<file path="src/rtl/fp_sub_pipe.sv">
// Pipelined diff = a - b on a {sign,exp,frac} float, truncating, no special values; 3 cycles accept -> out_valid.
// Stalls on held output; FP_SUB_PIPE_SKID_EN adds a 2-entry output skid buffer and a registered in_ready.
module fp_sub_pipe #(
   parameter int EXP_W  = 8,
   parameter int FRAC_W = 23,
   localparam int WIDTH = 1 + EXP_W + FRAC_W
) (
   input  logic             clk,
   input  logic             rst,
   input  logic             in_valid,
   output logic             in_ready,
   input  logic [WIDTH-1:0] a,
   input  logic [WIDTH-1:0] b,
   output logic             out_valid,
   input  logic             out_ready,
   output logic [WIDTH-1:0] diff,
   output logic             ovf
);
   localparam int MW   = FRAC_W + 1;
   localparam int EMAX = (1 << EXP_W) - 1;

   logic adv;

   logic             s0_valid;
   logic [WIDTH-1:0] s0_a, s0_b;

   always_ff @(posedge clk) begin
      if (rst) begin
         s0_valid <= 1'b0;
         s0_a     <= '0;
         s0_b     <= '0;
      end else if (adv) begin
         s0_valid <= in_valid && in_ready;
         if (in_valid && in_ready) begin
            s0_a <= a;
            s0_b <= b;
         end
      end
   end

   // Swap so X has the larger magnitude, then align Y to X's exponent.
   logic [WIDTH-1:0] bn, x, y;
   logic [EXP_W-1:0] x_exp, y_exp, x_eff, y_eff, sh;
   logic [MW-1:0]    x_man, y_man, y_al;

   always_comb begin
      bn = {~s0_b[WIDTH-1], s0_b[WIDTH-2:0]};
      x  = s0_a;
      y  = bn;
      if (bn[WIDTH-2:0] > s0_a[WIDTH-2:0]) begin
         x = bn;
         y = s0_a;
      end
      x_exp = x[WIDTH-2:FRAC_W];
      y_exp = y[WIDTH-2:FRAC_W];
      x_eff = (x_exp == '0) ? EXP_W'(1) : x_exp;
      y_eff = (y_exp == '0) ? EXP_W'(1) : y_exp;
      x_man = {x_exp != '0, x[FRAC_W-1:0]};
      y_man = {y_exp != '0, y[FRAC_W-1:0]};
      sh    = x_eff - y_eff;
      y_al  = (32'(sh) >= 32'(MW)) ? '0 : (y_man >> sh);
   end

   logic             s1_valid, s1_sign, s1_sub;
   logic [EXP_W-1:0] s1_exp;
   logic [MW-1:0]    s1_mx, s1_my;
   logic             s2_valid, s2_sign;
   logic [EXP_W-1:0] s2_exp;
   logic [MW:0]      s2_sum;

   always_ff @(posedge clk) begin
      if (rst) begin
         s1_valid <= 1'b0;
         s1_sign  <= 1'b0;
         s1_sub   <= 1'b0;
         s1_exp   <= '0;
         s1_mx    <= '0;
         s1_my    <= '0;
         s2_valid <= 1'b0;
         s2_sign  <= 1'b0;
         s2_exp   <= '0;
         s2_sum   <= '0;
      end else if (adv) begin
         s1_valid <= s0_valid;
         s1_sign  <= x[WIDTH-1];
         s1_sub   <= x[WIDTH-1] != y[WIDTH-1];
         s1_exp   <= x_eff;
         s1_mx    <= x_man;
         s1_my    <= y_al;
         s2_valid <= s1_valid;
         s2_sign  <= s1_sign;
         s2_exp   <= s1_exp;
         s2_sum   <= s1_sub ? ({1'b0, s1_mx} - {1'b0, s1_my})
                            : ({1'b0, s1_mx} + {1'b0, s1_my});
      end
   end

   // Normalise: the left shift stops at exponent 1, below which the result is subnormal.
   logic [31:0]      lz, e32, e_res;
   logic [MW:0]      norm;
   logic             n_ovf;
   logic [WIDTH-1:0] n_diff;
   logic             unused_bits;

   always_comb begin
      lz = 32'(MW);
      for (int i = 0; i <= FRAC_W; i++) begin
         if (s2_sum[i]) lz = 32'(FRAC_W - i);
      end
      e32   = {{(32-EXP_W){1'b0}}, s2_exp};
      norm  = s2_sum;
      e_res = e32;
      if (s2_sum[MW]) begin
         norm  = s2_sum >> 1;
         e_res = e32 + 32'd1;
      end else if (lz <= e32 - 32'd1) begin
         norm  = s2_sum << lz;
         e_res = e32 - lz;
      end else begin
         norm  = s2_sum << (e32 - 32'd1);
         e_res = '0;
      end
      n_ovf = (s2_sum != '0) && (e_res >= 32'(EMAX));
      if (s2_sum == '0)
         n_diff = '0;
      else if (n_ovf)
         n_diff = {s2_sign, {EXP_W{1'b1}}, {FRAC_W{1'b0}}};
      else
         n_diff = {s2_sign, e_res[EXP_W-1:0], norm[FRAC_W-1:0]};
   end

   assign unused_bits = ^norm[MW:FRAC_W];

   logic             s3_valid, s3_ovf;
   logic [WIDTH-1:0] s3_diff;

   always_ff @(posedge clk) begin
      if (rst) begin
         s3_valid <= 1'b0;
         s3_diff  <= '0;
         s3_ovf   <= 1'b0;
      end else if (adv) begin
         s3_valid <= s2_valid;
         if (s2_valid) begin
            s3_diff <= n_diff;
            s3_ovf  <= n_ovf;
         end
      end
   end

`ifdef FP_SUB_PIPE_SKID_EN
   // Stage 3 drains into the skid whenever it is not handed straight to the consumer.
   logic [1:0]   q_cnt, q_cnt_nx;
   logic [WIDTH:0] q0, q1;
   logic         push, popq;

   always_comb begin
      popq     = (q_cnt != 2'd0) && out_ready;
      adv      = !s3_valid || out_ready || (q_cnt != 2'd2);
      push     = s3_valid && adv && !((q_cnt == 2'd0) && out_ready);
      q_cnt_nx = q_cnt + {1'b0, push} - {1'b0, popq};
   end

   always_ff @(posedge clk) begin
      if (rst) begin
         q_cnt    <= 2'd0;
         q0       <= '0;
         q1       <= '0;
         in_ready <= 1'b1;
      end else begin
         q_cnt    <= q_cnt_nx;
         in_ready <= q_cnt_nx != 2'd2;
         if (popq) q0 <= q1;
         if (push && (q_cnt_nx == 2'd1)) q0 <= {s3_ovf, s3_diff};
         if (push && (q_cnt_nx == 2'd2)) q1 <= {s3_ovf, s3_diff};
      end
   end

   assign out_valid = s3_valid || (q_cnt != 2'd0);
   assign diff      = (q_cnt != 2'd0) ? q0[WIDTH-1:0] : s3_diff;
   assign ovf       = (q_cnt != 2'd0) ? q0[WIDTH]     : s3_ovf;
`else
   assign adv       = !s3_valid || out_ready;
   assign in_ready  = adv;
   assign out_valid = s3_valid;
   assign diff      = s3_diff;
   assign ovf       = s3_ovf;
`endif

endmodule

</file>
<file path="config.mk">
export PLATFORM = sky130hd
export DESIGN_NAME = fp_sub_pipe
export DESIGN_NICKNAME = d
export VERILOG_FILES = /design/src/rtl/fp_sub_pipe.sv
export SDC_FILE = /design/constraint.sdc
export NUM_CORES = 1
export LEC_CHECK = 0
export ABC_AREA = 0
export ABC_CLOCK_PERIOD_IN_PS = 12400
export CELL_PAD_IN_SITES_DETAIL_PLACEMENT = 1
export CELL_PAD_IN_SITES_GLOBAL_PLACEMENT = 2
export CORE_MARGIN = 8
export CORE_UTILIZATION = 23
export CTS_CLUSTER_SIZE = 16
export DETAILED_ROUTE_END_ITERATION = 6
export PLACE_DENSITY = 0.67
export SYNTH_ARGS = -nofsm -noshare
export SYNTH_HDL_FRONTEND = slang
export SYNTH_SLANG_ARGS = --single-unit
</file>
<file path="constraint.sdc">
create_clock -name clk -period 12.4 [get_ports clk]
set_clock_uncertainty 0.1 [all_clocks]
set_input_delay 1.86 -clock clk [delete_from_list [all_inputs] [get_ports clk]]
set_output_delay 1.86 -clock clk [all_outputs]
set_load 0.02 [all_outputs]
</file>
== After elaboration in Yosys (flattened, before gate mapping) ==
Index checks and enable logic that the tools add are counted.

* Register bits after elaboration: 193
* Bits of input ports: 68
* Output and inout port bits: 35

* Add/sub/neg operators: 6
* $lt $le $gt $ge: 4
* Eq/ne operators: 1
* Shift-type cells: 3
* Muxes and demuxes: 36
* Bitwise gates (word level): 1
* Reductions and logical operators: 12

{| class="wikitable"
|+ Operators by type and width
! operator !! number
|-
| 2-to-1 mux 32 bit || 28
|-
| left shift 25 x 32 -> 23 bit || 2
|-
| 2-to-1 mux 23 bit || 2
|-
| >= comparator 32 x 8 -> 1 bit, second input constant || 1
|-
| less-or-equal comparator 32 bit || 1
|-
| subtractor 8 x 32 -> 32 bit || 1
|-
| > comparator 31 bit || 1
|-
| 2-to-1 mux 31 bit || 1
|-
| adder 24 x 24 -> 25 bit || 1
|-
| logical NOT 25 bit || 1
|-
| 2-to-1 mux 25 bit || 1
|-
| nonzero test 25 bit || 1
|-
| subtractor 24 x 24 -> 25 bit || 1
|-
| 2-to-1 mux 24 bit || 1
|-
| >> shifter 24 x 8 -> 24 bit || 1
|-
| logical NOT 8 bit || 2
|-
| 2-to-1 mux 8 bit || 2
|-
| nonzero test 8 bit || 2
|-
| adder 8 x 1 -> 9 bit, second input constant || 1
|-
| subtractor 8 x 1 -> 9 bit, second input constant || 1
|-
| >= comparator 8 x 5 -> 1 bit, second input constant || 1
|-
| subtractor 8 bit || 1
|-
| 2-to-1 mux 4 bit || 1
|-
| AND reduction 2 bit || 2
|-
| other kinds (5) || 6
|}

== Logic depth before layout (Yosys ltp) ==
* Depth after elaboration: 31
* Mapped depth: 27
* Mapped depth without buffers: 23

== Worst setup path before layout ==
Ideal clock, no wire load.

* Path kind: register -> register
* Start point: reg s0_a[26]
* End point: reg s1_my[1]
* Arrival: 5.854 ns
* Required time: 12.237 ns
* Path slack: 6.383 ns
* Stages on the path, launching flop included: 28
* Buffers on the path: 4
* Period minus slack after synthesis: 6.017 ns
* Path through: dfxtp_1 inv_1 ha_1 nand3_1 nor4_1 nand2_1 or4_1 o21ai_1 buf_2 buf_2 mux2i_1 inv_1 nor3_1 nor2_1 ha_1 fa_1 nor2b_1 o31a_1 nand4_1 o41a_1 o211ai_1 clkbuf_1 nor3b_1 clkbuf_1 nand2_1 o32ai_1 nand2_1 nand3_1

* Word-level cells in the longest chain between the ends: 7
* Elaborated cells on any way between the ends: 12

{| class="wikitable"
|+ RTL lines
! item !! RTL line !! RTL
|-
| from (decl) || 25 || <nowiki>logic [WIDTH-1:0] s0_a, s0_b;</nowiki>
|-
| from (signal assigned) || 30 || <nowiki>s0_a <= '0;</nowiki>
|-
| from (signal assigned) || 35 || <nowiki>s0_a <= a;</nowiki>
|-
| > comparator 31 bit || 50 || <nowiki>if (bn[WIDTH-2:0] > s0_a[WIDTH-2:0]) begin</nowiki>
|-
| 2-to-1 mux 32 bit * || 50 ||
|-
| logical NOT 8 bit || 56 || <nowiki>x_eff = (x_exp == '0) ? EXP_W'(1) : x_exp;</nowiki>
|-
| 2-to-1 mux 8 bit * || 56 ||
|-
| via x_eff[1] || 43 || <nowiki>logic [EXP_W-1:0] x_exp, y_exp, x_eff, y_eff, sh;</nowiki>
|-
| subtractor 8 bit * || 60 || <nowiki>sh = x_eff - y_eff;</nowiki>
|-
| >> shifter 24 x 8 -> 24 bit / >= comparator 8 x 5 -> 1 bit (equally long branches) || 61 || <nowiki>y_al = (32'(sh) >= 32'(MW)) ? '0 : (y_man >> sh);</nowiki>
|-
| 2-to-1 mux 24 bit * || 61 ||
|-
| to (signal assigned) || 89 || <nowiki>s1_my <= y_al;</nowiki>
|-
| to (decl) || 66 || <nowiki>logic [MW-1:0] s1_mx, s1_my;</nowiki>
|}

Mark *: on every way through the listed nets, which the timed path passes. The rest lies on a longest branch.
A chain may end at the register's enable or synchronous reset.

== Final worst setup path ==
* Start point: reg s0_a[17]
* End point: reg s1_my[13]

* Word-level cells in the longest chain between the ends: 7
* Elaborated cells on any way between the ends: 12

{| class="wikitable"
|+ RTL lines
! item !! RTL line
|-
| > comparator 31 bit || 50
|-
| 2-to-1 mux 32 bit || 50
|-
| logical NOT 8 bit (on tied branches) || 56, 57
|-
| 2-to-1 mux 8 bit (on tied branches) || 56, 57
|-
| subtractor 8 bit || 60
|-
| >> shifter 24 x 8 -> 24 bit / >= comparator 8 x 5 -> 1 bit (equally long branches) || 61
|-
| 2-to-1 mux 24 bit * || 61
|}

Every way passes the cells marked *; elsewhere a longest branch is shown, timed or not.

==> summary.md <==
| Metric | Value |
|---|---|
| Status | `completed` |
| Worst relative slew slack | `24.69%` |
| Final core occ | `27.11%` |
| Critical Path Fanout Max | `64` |
| Gr ovfl total | `0` |
| Pin count of the biggest net entering global routing | `90` |
| Gr usage total | `14.10%` |
| Final Total Pwr | `3146 uW` |
| Antenna violations before repair | `0` |
| MaxCap Viol Count | `0` |
| Worst min path class | `register to register` |
| DR vias/cell | `4.934` |
| CTS buffer count | `17` |
| Die outline area | `65920 um^2` |
| Port bufs | `102` |
| CP Capture Point | `s1_my[13]` |
| DRT iter0 DRCs | `631` |
| Io pins | `103` |
| Max Clk Rate | `132.9 MHz` |
| Setup TNS | `0 ns` |
| ANT cells | `0` |
| Power share of the combinational group | `56.8%` |
| Average size of a mapped cell | `7.949 um^2` |
| Fin. Hold Viols | `0` |
| Seq cells post-synth | `193` |
| # rows | `88` |
| R2R depth | `25` |
| Period minus WS final | `7.524 ns` |
| HPWL after detailed placement | `36790 um` |
| Die W | `256.7 um` |
| Routability cong. | `0.8925` |
| Reg2Reg Setup Slack | `4.88 ns` |
| Clock sink count | `193` |
| Starting Density | `23.19%` |
| Ratio of cells with drive above 1 in the final layout | `6.345%` |
| Worst-skew pair later-pin latency | `0.49 ns` |
| Core Box Area | `57480 um^2` |
| Clock Path Buffers | `2` |
| Power Dens Cells | `201.9 nW/um^2` |
| Distinct cells, synth | `74` |
| Remaining DRCs | `0` |
| Kind of critical path | `register to register` |
| Clk pwr share | `17.5%` |
| TritonCTS clock tree | `done` |
| Drt total wl | `47060 um` |
| LEAKAGE | `0.005994 uW` |
| Net switching power | `1427 uW` |
| Worst-path clk slew | `0.08 ns` |
| Final Max Tran Viols | `0` |
| Setup bufs post-CTS | `0` |
| Syn. warnings | `0` |
| Die height | `256.7 um` |
| Period utilization | `60.67%` |
| Slew @ Worst Pin | `1.130 ns` |
| Ys async rst share | `0%` |
| Worst setup EP type | `register` |
| Post-layout nets | `1852` |
| Clk root buf | `clkbuf_16` |
| Routed WL per cell | `18.95 um` |
| Layout area overhead | `16.90%` |
| Post_cts resized | `0` |
| Mapped cell area | `13330 um^2` |
| Unrepaired setup endpoints after global routing | `no` |
| Post-synth EDFFs | `0` |
| Arrival time worst endpoint | `7.84 ns` |
| CTS Hold Buffers Added | `0` |
| # setup viols final | `0` |
| Req. time, crit path | `12.72 ns` |
| Seq/Total Area, Yosys | `28.98%` |
| Synth Flop Type | `dfxtp_1` |
| Drt pass-1 iters | `4` |
| Worst R2R End | `s1_my[13]` |
| CP startpoint | `s0_a[17]` |
| Worst-case vdd ir drop | `114.8 uV` |
| Detail Route Antenna Nets | `0` |
| Worst r2r src | `s0_a[17]` |
| Number of H-tree levels | `4` |
| Via count | `12250` |
| Global-route wire length before repair | `74590 um` |
| P_int | `1718 uW` |
| Fillers | `6926` |
| Flop pwr share | `25.7%` |
| Synth Instances | `1677` |
| Type of origin of the critical path | `register` |
| Net Sw Frac | `45.38%` |
| Synthesized net count | `1824` |
| Vias in the first global route | `12630` |
==> cells in the mapped netlist, types with 32 or more instances <==
library cell  count  area (um^2)
nand2_1         264        991.0
dfxtp_1         193         3864
a21oi_1         159        795.8
nor2_1          141        529.3
mux2i_1          93        930.9
clkbuf_1         80        300.3
ha_1             76        950.9
inv_1            74        277.8
a211oi_1         51        382.9
o21ai_0          50        250.2
xnor2_1          42        367.9
nor3_1           32        160.2
==> worst min-delay path by stage <==
stage / slack [ns] / start / end / cells past startpoint
floorplan: 0.33 / s2_sign / s2_sign / 2
global placement: 0.34 / diff[25] / diff[25] / 2
detailed placement: 0.35 / diff[30] / diff[30] / 2
CTS: 0.36 / s1_valid / s1_valid / 2
global route: 0.38 / s1_valid / s1_valid / 2
finish: 0.36 / diff[11] / diff[11] / 2
==> per-stage QoR <==
step	hold slack, ns	instance area [um^2]	setup slack [ns]	instances
after detailed placement	0.3483	15020	4.974	2451
after global routing	0.3771	15580	4.480	2483
final	0.3563	15580	4.876	2483
after floorplan	0.3270	13330	6.383	1677
after CTS	0.3613	15580	4.960	2483
after global placement	0.3423	15020	5.233	2451
==> critical path, stage by stage (launching register included) <==
cell and delay (ns):
dfxtp_1 0.46, inv_1 0.07, ha_1 0.30, nand4_1 0.14
nor3_1 0.44, nand2_1 0.13, or4_1 0.55, o21ai_4 0.20
buf_4 0.74, mux2i_1 0.37, nand4_1 0.12, nor3_1 0.25
nor2_1 0.12, ha_1 0.24, fa_1 0.43, nor2b_1 0.16
o31a_1 0.20, nand4_1 0.11, o41a_1 0.31, o211ai_1 0.09
buf_4 0.27, nor4b_1 0.89, nand2_1 0.32, nor2_1 0.22
a32oi_1 0.11, o21ai_0 0.10
==> registers in the layout, indices dropped and copies added, names as in the netlist <==
name	cells
diff	32
s0_a	32
s0_b	32
s2_sum	25
s1_mx	24
s1_my	24
s1_exp	8
s2_exp	8
out_valid	1
ovf	1
s0_valid	1
s1_sign	1
s1_sub	1
s1_valid	1
s2_sign	1
s2_valid	1
==> power by group through the flow <==
stage                     combinational, uW  sequential (uW)  clock, uW
final                                  1790              809        550
after global placement                 1780              822          0
after floorplan                        1380              748          0
after detailed placement               1790              826          0
after CTS                              1800              811        575
after global routing                   1960              821        597
==> cell usage in the layout (no fill, tap or decap), types with 5 or more instances in the layout <==
master           synthesis  final
nand2_1                264    263
dfxtp_1                193    193
a21oi_1                159    158
nor2_1                 141    141
clkdlybuf4s50_1          0    101
mux2i_1                 93     93
ha_1                    76     76
inv_1                   74     73
a211oi_1                51     51
o21ai_0                 50     50
xnor2_1                 42     42
nor3_1                  32     32
a22oi_1                 30     30
nand3_1                 28     28
mux4_2                  24     24
a21o_1                  21     21
mux2_2                  21     21
buf_4                    3     20
o31ai_1                 20     19
clkbuf_16                0     17
or3_1                   16     16
nor2b_1                 17     16
nand4_1                 15     15
a31oi_1                 15     15
nor4_1                  14     14
xor2_1                  14     14
o21a_1                  11     11
o211ai_1                11     11
and2_1                  12     11
o22ai_1                 10     10
a32oi_1                  8      8
or4_1                    7      7
and3_1                   7      7
o31a_1                   6      6
a22o_1                   6      6
nand2b_1                 5      5
a2bb2oi_1                5      5
==> logic make-up after synthesis <==
group / count (synthesis) / share of synthesized area, %
fa+ha+maj: 79 / 7.584
xor+xnor: 56 / 3.679
flops: 193 / 28.98
buf+inv: 187 / 5.716
mux: 140 / 13.21
simple gates: 575 / 19.04
compound gates: 447 / 21.79
==> area by class of cell <==
class                      instances  area [um^2]  share of cell area (%)
clock buffer                      19        432.9                   2.778
clock inverter                    13        130.1                  0.8350
inverter                          75        282.8                   1.815
multi-input combinational       1297         8756                   56.19
sequential                       193         3864                   24.79
tap                              765        957.2                   6.142
timing repair buffer             121         1161                   7.451
==> routing by layer <==
layer  wire length [um]  track usage [%]  share of wire (%)
met4                680            3.786                1.4
met2              21840            23.16                 46
met1              23250            18.94                 49
met3               1281            2.337                2.7
met5                  0                0                  0
Power figures use the tool's default switching activity.
